==> src/rtl/noekeon_pkg.sv <==
// Shared constants and state encoding for the Noekeon host word adapter.
package noekeon_pkg;

    localparam int WORD_W  = 32;
    localparam int BLOCK_W = 128;
    localparam int WORDS   = BLOCK_W / WORD_W;
    localparam int CNT_W   = $clog2(WORDS);

    localparam logic MODE_DIRECT   = 1'b0;
    localparam logic MODE_INDIRECT = 1'b1;

    typedef enum logic [2:0] {
        ST_IDLE     = 3'd0,
        ST_LOAD     = 3'd1,
        ST_ISSUE    = 3'd2,
        ST_WAIT_KEY = 3'd3,
        ST_WAIT_RES = 3'd4,
        ST_CAPTURE  = 3'd5,
        ST_DRAIN    = 3'd6
    } state_e;

endpackage

==> src/rtl/noekeon_word_shift.sv <==
// Block-wide register with parallel load and word-granular left shift.
// OUT_W selects how many of the top bits are exposed (whole block or top word).
module noekeon_word_shift #(
    parameter int BLOCK_W = 128,
    parameter int WORD_W  = 32,
    parameter int OUT_W   = 128
) (
    input  logic               clk,
    input  logic               rst,
    input  logic               load_en,
    input  logic [BLOCK_W-1:0] load_data,
    input  logic               shift_en,
    input  logic [WORD_W-1:0]  shift_in,
    output logic [OUT_W-1:0]   q
);

    logic [BLOCK_W-1:0] block_q;
    logic [BLOCK_W-1:0] block_d;

    always_comb begin
        block_d = block_q;
        if (load_en) begin
            block_d = load_data;
        end else if (shift_en) begin
            block_d = {block_q[BLOCK_W-WORD_W-1:0], shift_in};
        end
    end

    always_ff @(posedge clk or posedge rst) begin
        if (rst) begin
            block_q <= '0;
        end else begin
            block_q <= block_d;
        end
    end

    assign q = block_q[BLOCK_W-1 -: OUT_W];

endmodule

==> src/rtl/noekeon_word_if.sv <==
// Host word adapter for the Noekeon core: assembles key/data blocks from
// 32-bit words, issues one write strobe, then streams the result back.
module noekeon_word_if #(
    parameter int WORD_W  = 32,
    parameter int BLOCK_W = 128
) (
    input  logic               inClk,
    input  logic               inReset,
    input  logic               inWrValid,
    output logic               outWrReady,
    input  logic [WORD_W-1:0]  inWrData,
    input  logic               inWrKey,
    input  logic               inWrMode,
    input  logic               inWrDecipher,
    output logic [BLOCK_W-1:0] outCoreBlock,
    output logic               outCoreKeyWr,
    output logic               outCoreDataWr,
    output logic               outCoreMode,
    output logic               outCoreDecipher,
    input  logic               inCoreBusy,
    input  logic               inCoreResultWr,
    input  logic [BLOCK_W-1:0] inCoreResult,
    output logic               outRdValid,
    input  logic               inRdReady,
    output logic [WORD_W-1:0]  outRdData,
    output logic               outIdle
);

    import noekeon_pkg::*;

    localparam int N_WORDS  = BLOCK_W / WORD_W;
    localparam int CNT_BITS = $clog2(N_WORDS);
    localparam logic [CNT_BITS-1:0] LAST_IDX = CNT_BITS'(N_WORDS - 1);

    state_e              state_q, state_d;
    logic [CNT_BITS-1:0] cnt_q, cnt_d;
    logic                key_q, key_d;
    logic                mode_q, mode_d;
    logic                dec_q, dec_d;

    logic                asm_load;
    logic [BLOCK_W-1:0]  asm_load_data;
    logic [BLOCK_W-1:0]  asm_block;
    logic                res_load;
    logic                res_shift;
    logic [WORD_W-1:0]   res_word;

    always_comb begin
        state_d       = state_q;
        cnt_d         = cnt_q;
        key_d         = key_q;
        mode_d        = mode_q;
        dec_d         = dec_q;
        asm_load      = 1'b0;
        asm_load_data = asm_block;
        res_load      = 1'b0;
        res_shift     = 1'b0;
        outCoreKeyWr  = 1'b0;
        outCoreDataWr = 1'b0;
        outRdValid    = 1'b0;

        // Drop the incoming word into the slot selected by the counter.
        for (int i = 0; i < N_WORDS; i++) begin
            if (cnt_q == CNT_BITS'(i)) begin
                asm_load_data[BLOCK_W-1-i*WORD_W -: WORD_W] = inWrData;
            end
        end

        unique case (state_q)
            ST_IDLE: begin
                if (inWrValid) begin
                    asm_load      = 1'b1;
                    asm_load_data = {inWrData, {(BLOCK_W-WORD_W){1'b0}}};
                    key_d         = inWrKey;
                    mode_d        = inWrMode;
                    dec_d         = inWrDecipher;
                    cnt_d         = CNT_BITS'(1);
                    state_d       = ST_LOAD;
                end
            end
            ST_LOAD: begin
                if (inWrValid) begin
                    asm_load = 1'b1;
                    if (cnt_q == LAST_IDX) begin
                        cnt_d   = '0;
                        state_d = ST_ISSUE;
                    end else begin
                        cnt_d = cnt_q + 1'b1;
                    end
                end
            end
            ST_ISSUE: begin
                if (!inCoreBusy) begin
                    outCoreKeyWr  = key_q;
                    outCoreDataWr = !key_q;
                    cnt_d         = '0;
                    if (!key_q) begin
                        state_d = ST_WAIT_RES;
                    end else if (mode_q == MODE_INDIRECT) begin
                        state_d = ST_WAIT_KEY;
                    end else begin
                        state_d = ST_IDLE;
                    end
                end
            end
            ST_WAIT_KEY: begin
                // The core raises busy one cycle after the strobe, so the
                // first cycle here is skipped using the counter as a flag.
                if (cnt_q == '0) begin
                    cnt_d = CNT_BITS'(1);
                end else if (!inCoreBusy) begin
                    cnt_d   = '0;
                    state_d = ST_IDLE;
                end
            end
            ST_WAIT_RES: begin
                if (inCoreResultWr) begin
                    state_d = ST_CAPTURE;
                end
            end
            ST_CAPTURE: begin
                res_load = 1'b1;
                cnt_d    = '0;
                state_d  = ST_DRAIN;
            end
            ST_DRAIN: begin
                outRdValid = 1'b1;
                if (inRdReady) begin
                    res_shift = 1'b1;
                    if (cnt_q == LAST_IDX) begin
                        cnt_d   = '0;
                        state_d = ST_IDLE;
                    end else begin
                        cnt_d = cnt_q + 1'b1;
                    end
                end
            end
            default: begin
                cnt_d   = '0;
                state_d = ST_IDLE;
            end
        endcase
    end

    always_ff @(posedge inClk or posedge inReset) begin
        if (inReset) begin
            state_q <= ST_IDLE;
            cnt_q   <= '0;
            key_q   <= 1'b0;
            mode_q  <= 1'b0;
            dec_q   <= 1'b0;
        end else begin
            state_q <= state_d;
            cnt_q   <= cnt_d;
            key_q   <= key_d;
            mode_q  <= mode_d;
            dec_q   <= dec_d;
        end
    end

    noekeon_word_shift #(
        .BLOCK_W (BLOCK_W),
        .WORD_W  (WORD_W),
        .OUT_W   (BLOCK_W)
    ) u_assembler (
        .clk       (inClk),
        .rst       (inReset),
        .load_en   (asm_load),
        .load_data (asm_load_data),
        .shift_en  (1'b0),
        .shift_in  ({WORD_W{1'b0}}),
        .q         (asm_block)
    );

    noekeon_word_shift #(
        .BLOCK_W (BLOCK_W),
        .WORD_W  (WORD_W),
        .OUT_W   (WORD_W)
    ) u_result (
        .clk       (inClk),
        .rst       (inReset),
        .load_en   (res_load),
        .load_data (inCoreResult),
        .shift_en  (res_shift),
        .shift_in  ({WORD_W{1'b0}}),
        .q         (res_word)
    );

    assign outWrReady      = (state_q == ST_IDLE) || (state_q == ST_LOAD);
    assign outIdle         = (state_q == ST_IDLE);
    assign outCoreBlock    = asm_block;
    assign outCoreMode     = mode_q;
    assign outCoreDecipher = dec_q;
    assign outRdData       = res_word;

    // Result strobes arriving outside WAIT_RES are tracked but never acted on.
    cover property (@(posedge inClk) disable iff (inReset)
        inCoreResultWr && (state_q != ST_WAIT_RES));

endmodule

==> config.mk <==
export PLATFORM = sky130hd
export DESIGN_NAME = noekeon_word_if
export DESIGN_NICKNAME = d
export VERILOG_FILES = /design/src/rtl/noekeon_pkg.sv /design/src/rtl/noekeon_word_shift.sv /design/src/rtl/noekeon_word_if.sv
export SDC_FILE = /design/constraint.sdc
export NUM_CORES = 1
export LEC_CHECK = 0
export ABC_AREA = 1
export CELL_PAD_IN_SITES_DETAIL_PLACEMENT = 1
export CELL_PAD_IN_SITES_GLOBAL_PLACEMENT = 1
export CORE_MARGIN = 4
export CORE_UTILIZATION = 39
export CTS_BUF_LIST = sky130_fd_sc_hd__clkbuf_8
export CTS_CLUSTER_DIAMETER = 200
export DETAILED_ROUTE_END_ITERATION = 12
export PLACE_DENSITY_LB_ADDON = 0.1
export SYNTH_ARGS = -nofsm -noshare
export SYNTH_HDL_FRONTEND = slang
export SYNTH_SLANG_ARGS = --single-unit
export TNS_END_PERCENT = 10
==> constraint.sdc <==
create_clock -name inClk -period 21.9 [get_ports inClk]
set_clock_uncertainty 0.15 [all_clocks]
set_input_delay 4.38 -clock inClk [delete_from_list [all_inputs] [get_ports inClk]]
set_output_delay 4.38 -clock inClk [all_outputs]
set_load 0.05 [all_outputs]
==> impl_metrics.py <==
metrics = {
    "layout": {
        "area_growth_pct": 32.2,
        "multi_input_area_sq_mm": 0.00472,
        "fill_cells": 3773,
        "nets": 1965,
        "drive_above_1_share": 0.0532,
        "seqCellArea_sq_mm": 0.00661,
        "fin_util": 0.526,
        "instances_no_fill": 2229,
    },
    "detailed_routing": {
        "vias": 11800,
        "remaining_drc_errors": 0,
        "viasPerCell": 5.27,
        "drtAntennaViolNets": 0,
        "dr.pass1.iters": 5,
        "dr_wl_met2_mm": 18.8,
        "totalWireLength_mm": 42.5,
        "met3_length_mm": 2.43,
        "wl_met1_mm": 20.2,
        "drt_iter0_drc": 707,
        "wire_per_inst_microns": 19.1,
        "topRoutingLayerUsed": "met4",
    },
    "synth": {
        "synth.area.top_cells": "dfrtp_1 52%, nand2_1 15%, o21ai_0 6.1%",
        "synth_ff_type": "dfrtp_1",
        "synthesis.nets": 1718,
        "syn_avg_cell_area_sq_um": 8.16,
        "async_reset_ff_frac": 1.00,
        "synth.top_cell.area_share": 0.524,
        "syn_area_sq_mm": 0.0126,
        "synthDistinctLibCells": 21,
        "synth_seq_area_share": 0.524,
        "synthCells": 1545,
        "synth.largest_area_cell": "dfrtp_1",
        "ys_warn_count": 0,
        "ys_ff_latch": 264,
        "synth_edf_count": 0,
    },
    "die": {
        "rows": 65,
        "die_y_microns": 188,
        "die_area_sq_mm": 0.0353,
        "start_util": 0.398,
        "die_w_microns": 188,
        "core-area_sq_mm": 0.0317,
        "boundaryPins": 336,
    },
    "clock_network": {
        "post_cts_buffers": 0,
        "holdBufCountCts": 0,
        "clk-insertion-delay-late_ns": 0.56,
        "cts_num_sinks": 264,
        "cts.clk_slew.worst_paths_ns": 0.05,
        "root_buffer": "clkbuf_8",
        "cts_made_buffers": 49,
        "cts_max_path_buffers": 3,
        "htree_levels": 2,
        "cts_resized": 0,
        "cts_tree": "done",
    },
    "min_path": {
        "hold_path.class": "register to register",
        "min_to": "u_result.block_q[6]",
        "worstHoldStart": "u_result.block_q[6]",
        "whs_path_depth": 2,
    },
    "setup_path": {
        "crit_start": "inCoreBusy",
        "cp.required_ns": 17.37,
        "reg2reg_to": "u_result.block_q[37]",
        "r2r_slack_ns": 18.51,
        "crit_type": "input port to output pin",
        "startpoint_type": "input port",
        "reg2reg_depth": 6,
        "path_max_fanout": 4,
        "r2r-start": "state_q[1]",
        "worstPathArrival_ns": 6.03,
        "end_kind": "output pin",
    },
    "timing": {
        "fmax_mhz": 94.7,
        "fin_tns_setup_ns": 0,
        "setup_viol": 0,
        "rsz0062_at_grt": "no",
        "fin_crit_sh": 0.482,
        "min_period_ns": 10.56,
        "max-slew-margin-rel": 0.207,
        "worst_pin_slew_ns": 1.19,
        "hold_viol": 0,
        "drv_slew": 0,
    },
    "global_route": {
        "grt_util_all_layers": 0.236,
        "grt_overflow": 0,
        "grt_max_degree": 135,
        "grt_pass1_wl_mm": 68.2,
        "first_global_vias": 12200,
        "antenna_found_initial": 2,
    },
    "placement": {
        "place_hpwl_mm": 27.9,
        "gp_congestion": 0.858,
        "port_buffers": 335,
        "dp.cells": 2143,
    },
    "power": {
        "leakagePower_nw": 7.33,
        "powerDensity_mw_per_mm2": 140,
        "peakVddDrop_v": 0.000106,
    },
    "status": {
        "status": "complete, no violations",
    },
    "job": {
        "cap_violations": 0,
    },
}
layout make-up:
type                       count  share of cell area
clock buffer                  63              0.0520
timing repair buffer         345               0.205
clock inverter                21             0.00495
inverter                     120              0.0277
tap                          402              0.0302
antenna                        2            0.000300
sequential                   264               0.396
multi-input combinational   1012               0.283
cell families (layout without fill, tap and decap cells):
kind of cell             Yosys count  count (layout)  share of synthesized area
other                              0               2                          0
flip-flops                       264             264                      0.524
AO/OA/AOI/OAI                    256             256                      0.108
adder cells (fa/ha/maj)            4               4                    0.00397
buffers and inverters            269             549                      0.103
AND/OR/NAND/NOR                  752             752                      0.261
metrics by stage:
stage / hold WS (ns) / instance area [sq um] / power [mW] / worst slack, ns
CTS: 0.327 / 16700 / 2.36 / 11.36
global route: 0.346 / 16700 / 2.49 / 11.29
detailed placement: 0.314 / 15700 / 1.89 / 11.38
floorplan: 0.293 / 12600 / 1.56 / 10.10
global placement: 0.306 / 15700 / 1.86 / 11.38
finish: 0.322 / 16700 / 2.34 / 11.34
layout by cell type, fill, tap and decap left out, drive strengths merged, types with 4 or more instances in the layout:
cell / instances
nand3: 144
clkdlybuf4s50: 334
o21ai: 223
nand2: 497
buf: 11
inv: 139
o211ai: 33
nand4: 99
nor2: 11
clkbuf: 63
ha: 4
dfrtp: 264
sequential cells by signal, summed over array words and instances, names as in the netlist:
signal	count
outCoreMode	1
u_result.block_q	128
cnt_q	2
key_q	1
outCoreDecipher	1
state_q	3
u_assembler.q	128
worst max-delay path: stages:
cell and delay [ns]:
clkdlybuf4s50_1 0.47, nor4_1 0.32, clkdlybuf4s50_1 0.86
where the power goes:
part           internal, mW  switching, mW
Combinational         0.329          0.782
Sequential            0.666          0.102
Clock                 0.254          0.207
Total                  1.25           1.09
worst max path at each step:
stage,end,slack (ns),depth (start not counted)
after floorplan,cnt_q[0],10.10,1
after global placement,outCoreKeyWr,11.38,3
after detailed placement,outCoreKeyWr,11.38,3
after CTS,outCoreKeyWr,11.36,3
after global routing,outCoreKeyWr,11.29,3
final,outCoreKeyWr,11.34,3
cell usage after synthesis, types with 6 or more instances:
| cell type | instances |
|---|---|
| nand2_1 | 491 |
| buf_2 | 47 |
| buf_6 | 8 |
| nand2_2 | 6 |
| nand3_1 | 143 |
| o211ai_1 | 33 |
| inv_1 | 112 |
| clkbuf_1 | 37 |
| dfrtp_1 | 264 |
| o21ai_0 | 153 |
| buf_1 | 12 |
| nor2_1 | 8 |
| buf_4 | 45 |
| nand4_1 | 99 |
| o21ai_1 | 70 |
| inv_2 | 8 |
routing by layer:
layer	track usage	up-vias
met1	0.345	5796
li1	-	5566
met4	0.0692	0
met5	0	-
met2	0.358	321
met3	0.0471	67
Power figures use the tool's default switching activity.
